<file path="config.mk">
export PLATFORM = sky130hd
export DESIGN_NAME = id_ex_stage
export DESIGN_NICKNAME = d
export VERILOG_FILES = /design/src/rtl/id_ex_stage.sv
export SDC_FILE = /design/constraint.sdc
export NUM_CORES = 1
export LEC_CHECK = 0
export CAP_MARGIN = 20
export CORE_ASPECT_RATIO = 1.25
export CORE_MARGIN = 2
export CORE_UTILIZATION = 45
export CTS_CLUSTER_DIAMETER = 30
export CTS_CLUSTER_SIZE = 30
export DETAILED_ROUTE_END_ITERATION = 8
export DONT_BUFFER_PORTS = 1
export GPL_TIMING_DRIVEN = 0
export PLACE_DENSITY = 0.64
export SLEW_MARGIN = 10
export SYNTH_ARGS = -nofsm -noshare
export SYNTH_HDL_FRONTEND = slang
export SYNTH_SLANG_ARGS = --single-unit
export TNS_END_PERCENT = 50
</file>
<file path="constraint.sdc">
create_clock -name clk -period 5.05 [get_ports clk]
set_clock_uncertainty 0.15 [all_clocks]
set_input_delay 1.515 -clock clk [delete_from_list [all_inputs] [get_ports clk]]
set_output_delay 1.515 -clock clk [all_outputs]
set_load 0.01 [all_outputs]
</file>
<file path="src/rtl/id_ex_stage.sv">
// ID/EX pipeline register with load-use hazard detection and stall statistics.
// Flush and stall both turn the captured instruction into a bubble.
module id_ex_stage #(
  parameter int DATA_WIDTH = 32,
  parameter int CNT_WIDTH  = 16
) (
  input  logic                  clk,
  input  logic                  reset,
  input  logic [4:0]            ID_rs,
  input  logic [4:0]            ID_rt,
  input  logic [4:0]            ID_rd,
  input  logic [DATA_WIDTH-1:0] ID_read_data1,
  input  logic [DATA_WIDTH-1:0] ID_read_data2,
  input  logic                  ID_RegWrite,
  input  logic                  ID_MemRead,
  input  logic                  ID_valid,
  input  logic                  flush,
  output logic [4:0]            ID_EX_rs,
  output logic [4:0]            ID_EX_rt,
  output logic [4:0]            ID_EX_rd,
  output logic [DATA_WIDTH-1:0] ID_EX_read_data1,
  output logic [DATA_WIDTH-1:0] ID_EX_read_data2,
  output logic                  ID_EX_RegWrite,
  output logic                  ID_EX_MemRead,
  output logic                  ID_EX_valid,
  output logic                  stall,
  output logic [CNT_WIDTH-1:0]  stall_count
);

  logic [4:0]            rs_q, rs_d;
  logic [4:0]            rt_q, rt_d;
  logic [4:0]            rd_q, rd_d;
  logic [DATA_WIDTH-1:0] d1_q, d1_d;
  logic [DATA_WIDTH-1:0] d2_q, d2_d;
  logic                  rw_q, rw_d;
  logic                  mr_q, mr_d;
  logic                  v_q, v_d;
  logic [CNT_WIDTH-1:0]  cnt_q, cnt_d;

  logic hz;
  logic bubble;

  // r0 is hardwired zero, so a load into it can never create a dependency
  assign hz = v_q & mr_q & (rd_q != 5'd0) & ID_valid
            & ((rd_q == ID_rs) | (rd_q == ID_rt));

  assign stall  = hz & ~flush;
  assign bubble = flush | stall;

  always_comb begin
    rs_d = ID_rs;
    rt_d = ID_rt;
    rd_d = ID_rd;
    d1_d = ID_read_data1;
    d2_d = ID_read_data2;
    rw_d = ID_RegWrite & ID_valid;
    mr_d = ID_MemRead & ID_valid;
    v_d  = ID_valid;
    if (bubble) begin
      rs_d = '0;
      rt_d = '0;
      rd_d = '0;
      d1_d = '0;
      d2_d = '0;
      rw_d = 1'b0;
      mr_d = 1'b0;
      v_d  = 1'b0;
    end
  end

  always_comb begin
    cnt_d = cnt_q;
    if (stall && (cnt_q != {CNT_WIDTH{1'b1}})) begin
      cnt_d = cnt_q + 1'b1;
    end
  end

  always_ff @(posedge clk or posedge reset) begin
    if (reset) begin
      rs_q  <= '0;
      rt_q  <= '0;
      rd_q  <= '0;
      d1_q  <= '0;
      d2_q  <= '0;
      rw_q  <= 1'b0;
      mr_q  <= 1'b0;
      v_q   <= 1'b0;
      cnt_q <= '0;
    end else begin
      rs_q  <= rs_d;
      rt_q  <= rt_d;
      rd_q  <= rd_d;
      d1_q  <= d1_d;
      d2_q  <= d2_d;
      rw_q  <= rw_d;
      mr_q  <= mr_d;
      v_q   <= v_d;
      cnt_q <= cnt_d;
    end
  end

  assign ID_EX_rs         = rs_q;
  assign ID_EX_rt         = rt_q;
  assign ID_EX_rd         = rd_q;
  assign ID_EX_read_data1 = d1_q;
  assign ID_EX_read_data2 = d2_q;
  assign ID_EX_RegWrite   = rw_q;
  assign ID_EX_MemRead    = mr_q;
  assign ID_EX_valid      = v_q;
  assign stall_count      = cnt_q;

endmodule

</file>
==> results of run 1 <==
logic make-up (layout without fill, tap and decap cells):
logic type | count (synthesis) | in the layout | synth area share [%]
AO/OA/AOI/OAI | 6 | 6 | 1.603
buffers and inverters | 10 | 27 | 1.708
AND/OR/NAND/NOR | 132 | 132 | 21.61
XOR/XNOR | 25 | 25 | 6.100
flip-flops | 98 | 98 | 68.32
adder cells (fa/ha/maj) | 1 | 1 | 0.3485
multiplexers | 1 | 1 | 0.3137
state kept, by name, summed over array words and instances (netlist names):
signal	count
ID_EX_read_data1	32
ID_EX_MemRead	1
ID_EX_rt	5
stall_count	16
ID_EX_rd	5
ID_EX_read_data2	32
ID_EX_RegWrite	1
ID_EX_valid	1
ID_EX_rs	5
placed cells by master (no fill, tap or decap), types with 2 or more instances in the layout:
cell type	synthesis	routed
xnor2_1	25	25
clkbuf_1	0	2
nor2_1	6	6
nor3_1	2	2
and3_1	7	7
and2_1	82	82
dfrtp_1	98	98
clkinvlp_4	0	2
clkbuf_8	0	9
nand2_1	8	8
nand3_1	12	12
clkbuf_2	6	6
nand4_1	10	10
buf_6	2	2
power breakdown:
group | switching, mW | internal (mW) | total [mW]
Combinational | 0.0382 | 0.0301 | 0.0683
Sequential | 0.0351 | 0.818 | 0.853
Clock | 0.267 | 0.232 | 0.499
Total | 0.340 | 1.08 | 1.42
layout make-up:
| type | count | area [um2] | area share [%] |
|---|---|---|---|
| multi-input cells | 165 | 1076 | 27.36 |
| inverters | 1 | 6.256 | 0.1591 |
| clock buffers | 11 | 131.4 | 3.341 |
| well taps | 95 | 118.9 | 3.023 |
| repair buffers | 1 | 27.53 | 0.7000 |
| plain buffers | 9 | 57.56 | 1.464 |
| flip-flops and latches | 98 | 2452 | 62.36 |
| clock inverters | 5 | 62.56 | 1.591 |
worst register-to-register path, stage by stage, from the launching register on:
cell and delay, ns:
dfrtp_1 0.46, ha_1 0.28, nand4_1 0.15, nor4_1 0.57, nor2_1 0.28, nand2_1 0.19, mux2_2 0.34
layer usage:
metal | routed length, um | vias up
met5 | 0 | -
met4 | 177 | 0
met3 | 747 | 12
met2 | 3583 | 117
met1 | 2576 | 979
li1 | - | 907
final timing paths:
| check | start | end | slack (ns) |
|---|---|---|---|
| max in group asynchronous | reset | ID_EX_read_data1[27] | 3.21 |
| min reg2reg | stall_count[15] | stall_count[15] | 0.41 |
| max | ID_rs[2] | stall | 0.97 |
| min | stall_count[15] | stall_count[15] | 0.41 |
| max reg2reg | stall_count[0] | stall_count[1] | 2.52 |
| min in group asynchronous | reset | stall_count[0] | 0.90 |
metrics by stage:
stage	setup WS [ns]	instance area, um2	total power [mW]
2_1_floorplan	0.8229	3590	0.9166
3_3_place_gp	-0.000009326	3709	0.9348
3_5_place_dp	0.9668	3739	0.9400
4_1_cts	0.9680	3933	1.436
5_1_grt	0.8077	3933	1.481
6_report	0.9652	3933	1.420
==> impl_metrics.tcl, run 1 <==
set metrics [dict create \
    clockBufferDepth 2 \
    coreArea_um2 7792 \
    synth_cell_type_count 26 \
    path_max_fanout 3 \
    endpoint_kind "primary output" \
    yosys_warnings 0 \
    nFillCells 671 \
    crit_family "simple AND/OR/NAND/NOR gates" \
    busiest_layer "met2" \
    place_inst 369 \
    drive_gt1_share_pct 9.655 \
    first_pass_iters 4 \
    post-synth-top-area-cell "dfrtp_1" \
    synth_top_area_share_pct 68.32 \
    clock-sinks 98 \
    dp_hpwl_um 5241 \
    ant_nets 0 \
    track_usage_pct 16.87 \
    grt_pass1_vias 2114 \
    finalHoldViolations 0 \
    grt_max_degree 61 \
    io_buffers 0 \
    clk_pin_slew_worst_paths_ns 0.08 \
    chipWidth_um 83.89 \
    vias 2015 \
    fin_crit_ns 4.085 \
    postSynthCellCount 273 \
    final_nets 371 \
    synth_seq_cells 98 \
    routabilityCongestion 0.8098 \
    synth_area_per_cell_um2 13.15 \
    synth_edf_count 0 \
    cp_num_cells 5 \
    ys_seq_area_share_pct 68.32 \
    postRouteWirelength_um 7086 \
    synth_area_leaders "dfrtp_1 (68%), and2_1 (14%), xnor2_1 (6.1%)" \
    globalRouteMet2Util_pct 27.26 \
    path_cells "xnor2_1, nand2_1, o22ai_1, nand2_1, nor2_1" \
    viasPerCell 5.234 \
    cts.repair.resized 0 \
    cts_root_buf "clkbuf_8" \
    max_freq_ghz 0.2448 \
    antennaDiodeCount 0 \
    use_met1_pct 17.93 \
    slew_violations 0 \
    clkLatencyLatePin_ns 0.37 \
    drtIter0Drc 89 \
    synth_flop_cell "dfrtp_1" \
    syn_to_final_growth_pct 9.550 \
    die_area_um2 8712 \
    final_util_pct 50.47 \
    synthMostInstantiatedCell "dfrtp_1" \
    instances_no_fill 385 \
    hold_depth 1 \
    rsz0062_at_grt "false" \
    synthArstFlopShare_pct 100.0 \
    maxCapViolCount 0 \
    setup_tns_ns 0 \
    cp_num_buf_inv 0 \
    grt_first_pass_wirelength_um 11130 \
    hold_class "reg2reg" \
    worstPathArrival_ns 2.42 \
    crit_top_cell "nand2_1" \
    slew_headroom_pct 38.53 \
    r2r_cells 6 \
    start_kind "primary input" \
    die_h_um 103.9 \
    cts_setup_buffers 0 \
    ioPinCount 184 \
    cts_max_level 3 \
    critPathKind "in2out" \
    irDropWorstVdd_uv 200.1 \
    overflow 0 \
    status "completed" \
    period_share_pct 80.89 \
    leakagePower_nw 1.803 \
    worst_hold_slack_ns 0.4100 \
    crit_slowest_cell "o22ai_1" \
    cts_tree "done" \
    cts_hold_buf 0 \
    finalSetupViolCount 0 \
    syn_area_um2 3590 \
    tightest_slew_ns 0.9193 \
    rows 36 \
    cts_buffers 9 \
    yosys-top-cells-count "dfrtp_1 (98), and2_1 (82), xnor2_1 (25)" \
    initial_utilization_pct 46.07 \
    cpPeakStageDelay_ns 0.36 \
    antenna_found_initial 0 \
    syn_nets 359 \
    wl_per_cell_um 18.41 \
    powerDensity_nw_per_um2 361.1 \
    gr-usage-met3_pct 8.254 \
    drc 0 \
    cp.required_ns 3.39 \
]
(Power assumes the default switching activity.)
==> run 2, diff against run 1 <==
- PLACE_DENSITY: 0.64 -> 0.66
- clock period: 5.05 -> 3.55 ns (I/O delays scaled with it)
==> impl_metrics.tcl, run 2 (same netlist as run 1, synthesis figures left out) <==
set metrics [dict create \
    status "completed" \
    syn_to_final_growth_pct 10.39 \
    wl_per_cell_um 17.85 \
    multi_input_area_um2 1076 \
    finalSetupViolCount 0 \
    drtIter0Drc 65 \
    grt_max_degree 37 \
    routabilityCongestion 0.7500 \
    vias 2034 \
    cts_root_buf "clkbuf_8" \
    reg2reg_from "stall_count[0]" \
    fin_crit_ns 3.168 \
    io_buffers 0 \
    hold_class "in2async" \
    irDropWorstVdd_uv 304.4 \
    cp-endpoint "stall" \
    cts_max_level 3 \
    ant_nets 0 \
    cp.required_ns 2.33 \
    maxCapViolCount 0 \
    period_share_pct 89.23 \
    leakagePower_nw 1.825 \
    tightest_slew_ns 0.8688 \
    r2r_cells 6 \
    slew_violations 0 \
    ff_latch_area_um2 2452 \
    crit_family "simple AND/OR/NAND/NOR gates" \
    endpoint_kind "primary output" \
    chipWidth_um 83.89 \
    postRouteWirelength_um 6908 \
    critPathKind "in2out" \
    crit_start "ID_rs[0]" \
    path_max_fanout 3 \
    final_common_cell "dfrtp_1" \
    final_nets 373 \
    ioPinCount 184 \
    slew_headroom_pct 41.90 \
    cpPeakStageDelay_ns 0.33 \
    cts_tree "done" \
    clk_pin_slew_worst_paths_ns 0.10 \
    timing.rr.end "stall_count[1]" \
    drive_gt1_share_pct 10.96 \
    clockBufferDepth 2 \
    crit_top_cell "nand2_1" \
    coreArea_um2 7792 \
    rsz0062_at_grt "false" \
    die_area_um2 8712 \
    cts_setup_buffers 0 \
    worstPathArrival_ns 1.95 \
    setup_tns_ns 0 \
    final_cell_mix "dfrtp_1 (98), and2_1 (82), xnor2_1 (25), nand3_1 (12), nand4_1 (10)" \
    grt_first_pass_wirelength_um 10900 \
    finalHoldViolations 0 \
    rows 36 \
    nFillCells 681 \
    powerDensity_nw_per_um2 500.1 \
    r2r_setup_slack_ns 0.99 \
    clock-sinks 98 \
    first_pass_iters 4 \
    start_kind "primary input" \
    cp_num_cells 5 \
    cts.repair.resized 0 \
    clkLatencyLatePin_ns 0.36 \
    dp_hpwl_um 5306 \
    track_usage_pct 16.35 \
    path_cells "xnor2_1, nand2_1, o22ai_1, nand2_1, nor2_1" \
    overflow 0 \
    max_freq_ghz 0.3157 \
    viasPerCell 5.256 \
    drc 0 \
    initial_utilization_pct 46.07 \
    final_util_pct 50.85 \
    crit_slowest_cell "o22ai_1" \
    die_h_um 103.9 \
    grt_pass1_vias 2095 \
    antennaDiodeCount 0 \
    antenna_found_initial 0 \
    cts_buffers 9 \
    cp_num_buf_inv 0 \
    cts_hold_buf 0 \
]
[run 2: cell count changes in the layout (fill, tap and decap cells not counted), sizes merged]
cell      before  now
clkbuf        17   15
clkinv         1    3
buf            4    6
clkinvlp       2    1
inv            2    4
bufinv         1    0
[run 2: layer usage]
| metal | vias to the layer above | wire length [um] | GRT usage (%) | part of all wire, % |
|---|---|---|---|---|
| met4 | 0 | 102 | 6.567 | 1.5 |
| met5 | - | 0 | 0 | 0 |
| met1 | 987 | 2392 | 17.21 | 35 |
| met3 | 8 | 825 | 9.048 | 12 |
| met2 | 128 | 3588 | 27.09 | 52 |
| li1 | 911 | - | - | - |
[run 2: layout make-up]
class / count / area share (%)
multi-input combinational: 165 / 27.15
sequential: 98 / 61.89
tap: 95 / 3.000
timing repair buffer: 3 / 1.705
clock buffer: 9 / 3.126
clock inverter: 7 / 1.484
inverter: 1 / 0.1895
buffer: 9 / 1.452
[run 2: worst min-delay path by stage]
stage                                from                    to  slack (ns)  cells after the start
after floorplan           stall_count[15]       stall_count[15]        0.38                      1
after global placement    stall_count[15]       stall_count[15]        0.40                      1
after detailed placement  stall_count[11]       stall_count[11]        0.42                      1
after CTS                           reset  ID_EX_read_data2[12]        0.40                      1
after global routing                reset  ID_EX_read_data2[30]        0.40                      1
final                               reset  ID_EX_read_data2[30]        0.40                      1
[run 2: power breakdown]
group | switching [mW] | internal, mW
clock network | 0.398 | 0.268
registers | 0.0507 | 1.16
logic | 0.0542 | 0.0472
[run 2: through the flow]
step	hold WS [ns]	setup WS, ns	area [um2]	power (mW)	instances
floorplan	0.3756	0.4915	3593	1.304	273
global placement	0.3971	0.3777	3712	1.331	368
detailed placement	0.4191	0.3841	3780	1.343	371
CTS	0.3995	0.3808	3963	2.006	387
global route	0.4045	0.3036	3963	2.066	387
finish	0.4034	0.3824	3963	1.982	387
==> run 3, diff against run 2 <==
==> constraint.sdc (replaced) <==
create_clock -name clk -period 3.55 [get_ports clk]
set_clock_uncertainty 0.15 [all_clocks]
set_input_delay 0.1775 -clock clk [delete_from_list [all_inputs] [get_ports clk]]
set_output_delay 0.1775 -clock clk [all_outputs]
set_load 0.01 [all_outputs]
==> impl_metrics.tcl, run 3 (same netlist as run 1, synthesis figures left out) <==
set metrics [dict create \
    antennaDiodeCount 0 \
    slew_violations 0 \
    cts_tree "done" \
    irDropWorstVdd_uv 293.4 \
    dp_hpwl_um 5404 \
    overflow 0 \
    powerDensity_nw_per_um2 433.6 \
    cts_buffers 9 \
    instances_no_fill 471 \
    final_cell_mix "dfrtp_1 (98), dlygate4sd3_1 (86), and2_1 (82), xnor2_1 (25), nand3_1 (12)" \
    final_nets 457 \
    grt_max_degree 61 \
    max_freq_ghz 0.3843 \
    dpl_worst_slack_ns 1.015 \
    switchingPower_mw 0.5217 \
    antenna_found_initial 0 \
    cp.required_ns 3.69 \
    vias 2416 \
    cts_max_level 3 \
    hold_class "in2reg" \
    tightest_slew_ns 0.8508 \
    critPathKind "reg2reg" \
    drc 0 \
    coreArea_um2 7792 \
    track_usage_pct 19.69 \
    final_util_pct 61.48 \
    rsz0062_at_grt "false" \
    postRouteWirelength_um 8353 \
    drtIter0Drc 62 \
    drive_gt1_share_pct 7.979 \
    final_common_cell "dfrtp_1" \
    grt_pass1_vias 2710 \
    finalHoldViolations 0 \
    ioPinCount 184 \
    cts.repair.resized 0 \
    start_kind "flip-flop" \
    ff_latch_area_um2 2452 \
    period_share_pct 73.30 \
    clk_pin_slew_worst_paths_ns 0.10 \
    routabilityCongestion 0.8098 \
    path_max_fanout 4 \
    slew_headroom_pct 43.11 \
    first_pass_iters 4 \
    p_int_mw 1.556 \
    nFillCells 611 \
    ant_nets 0 \
    status "completed" \
    wl_per_cell_um 17.73 \
    pwr-share-seq_pct 58.5 \
    maxCapViolCount 0 \
    fin_crit_ns 2.602 \
    p_comb_share_pct 8.3 \
    finalSetupViolCount 0 \
    setup_ws_ns 0.9477 \
    leakagePower_nw 2.170 \
    viasPerCell 5.130 \
    power_mw 2.077 \
    power.share.clock_pct 33.1 \
    die_area_um2 8712 \
    grt_first_pass_wirelength_um 13370 \
    clockBufferDepth 2 \
    switching_share_pct 25.11 \
    chipWidth_um 83.89 \
    clkLatencyLatePin_ns 0.36 \
    die_h_um 103.9 \
    place_inst 369 \
    io_buffers 0 \
    multi_input_area_um2 1076 \
    worstPathArrival_ns 2.74 \
    rows 36 \
    initial_utilization_pct 46.07 \
    syn_to_final_growth_pct 33.46 \
    endpoint_kind "flip-flop" \
    setup_tns_ns 0 \
    cts_root_buf "clkbuf_8" \
    clock-sinks 98 \
]
==> run 3: changes by cell type in the layout (fill, tap and decap cells not counted) <==
cell,change
buf_12,-2
clkbuf_8,+1
clkinv_2,-2
dlygate4sd3_1,+86
inv_4,+1
inv_6,+1
inv_8,-1
==> run 3: power groups by stage <==
stage | Clock, mW | Combinational (mW) | Sequential, mW
finish | 0.688 | 0.173 | 1.22
global route | 0.747 | 0.191 | 1.22
CTS | 0.704 | 0.173 | 1.22
detailed placement | 0 | 0.101 | 1.24
global placement | 0 | 0.0924 | 1.24
floorplan | 0 | 0.0769 | 1.23
==> run 3: cell type report <==
class	count	share of cell area, %
plain buffers	9	1.201
clock buffers	10	2.873
clock inverters	6	1.123
inverters	1	0.1306
multi-input cells	165	22.46
flip-flops and latches	98	51.19
well taps	95	2.481
repair buffers	87	18.54
==> run 3: through the flow <==
stage	cell area (um2)	hold WS [ns]
after global routing	4791	0.01471
after floorplan	3590	0.1561
after CTS	4791	0.008825
after detailed placement	3739	-0.03299
after global placement	3709	0.1567
final	4791	0.02150
==> run 3: per-layer routing <==
metal	GRT usage [%]	share of wire (%)
met5	0	0
met4	9.562	2.6
met3	9.127	11
met2	33.71	51
met1	20.11	35
==> run 3: worst paths after layout <==
kind | from | endpoint | slack (ns) | cells past startpoint
max | ID_EX_rd[2] | ID_EX_MemRead | 0.95 | 5
min | flush | ID_EX_rs[4] | 0.02 | 3
max reg2reg | ID_EX_rd[2] | ID_EX_MemRead | 0.95 | 5
min reg2reg | stall_count[15] | stall_count[15] | 0.41 | 1
max in group asynchronous | reset | ID_EX_read_data2[19] | 2.43 | 3
min in group asynchronous | reset | stall_count[0] | 0.18 | 2
==> run 3: critical path, cell delays in order, from the launching register on <==
cell and delay [ns]:
dfrtp_1 0.48, or4_1 0.60, o2111a_2 0.33, a21oi_1 0.24, and2_1 0.18, dlygate4sd3_1 0.56
==> run 3: repair_timing <==
item	in CTS	in global routing
hold buffers	86	0
setup endpoints to repair	0	0
buffers inserted	0	0
endpoints found under the hold margin	135	0
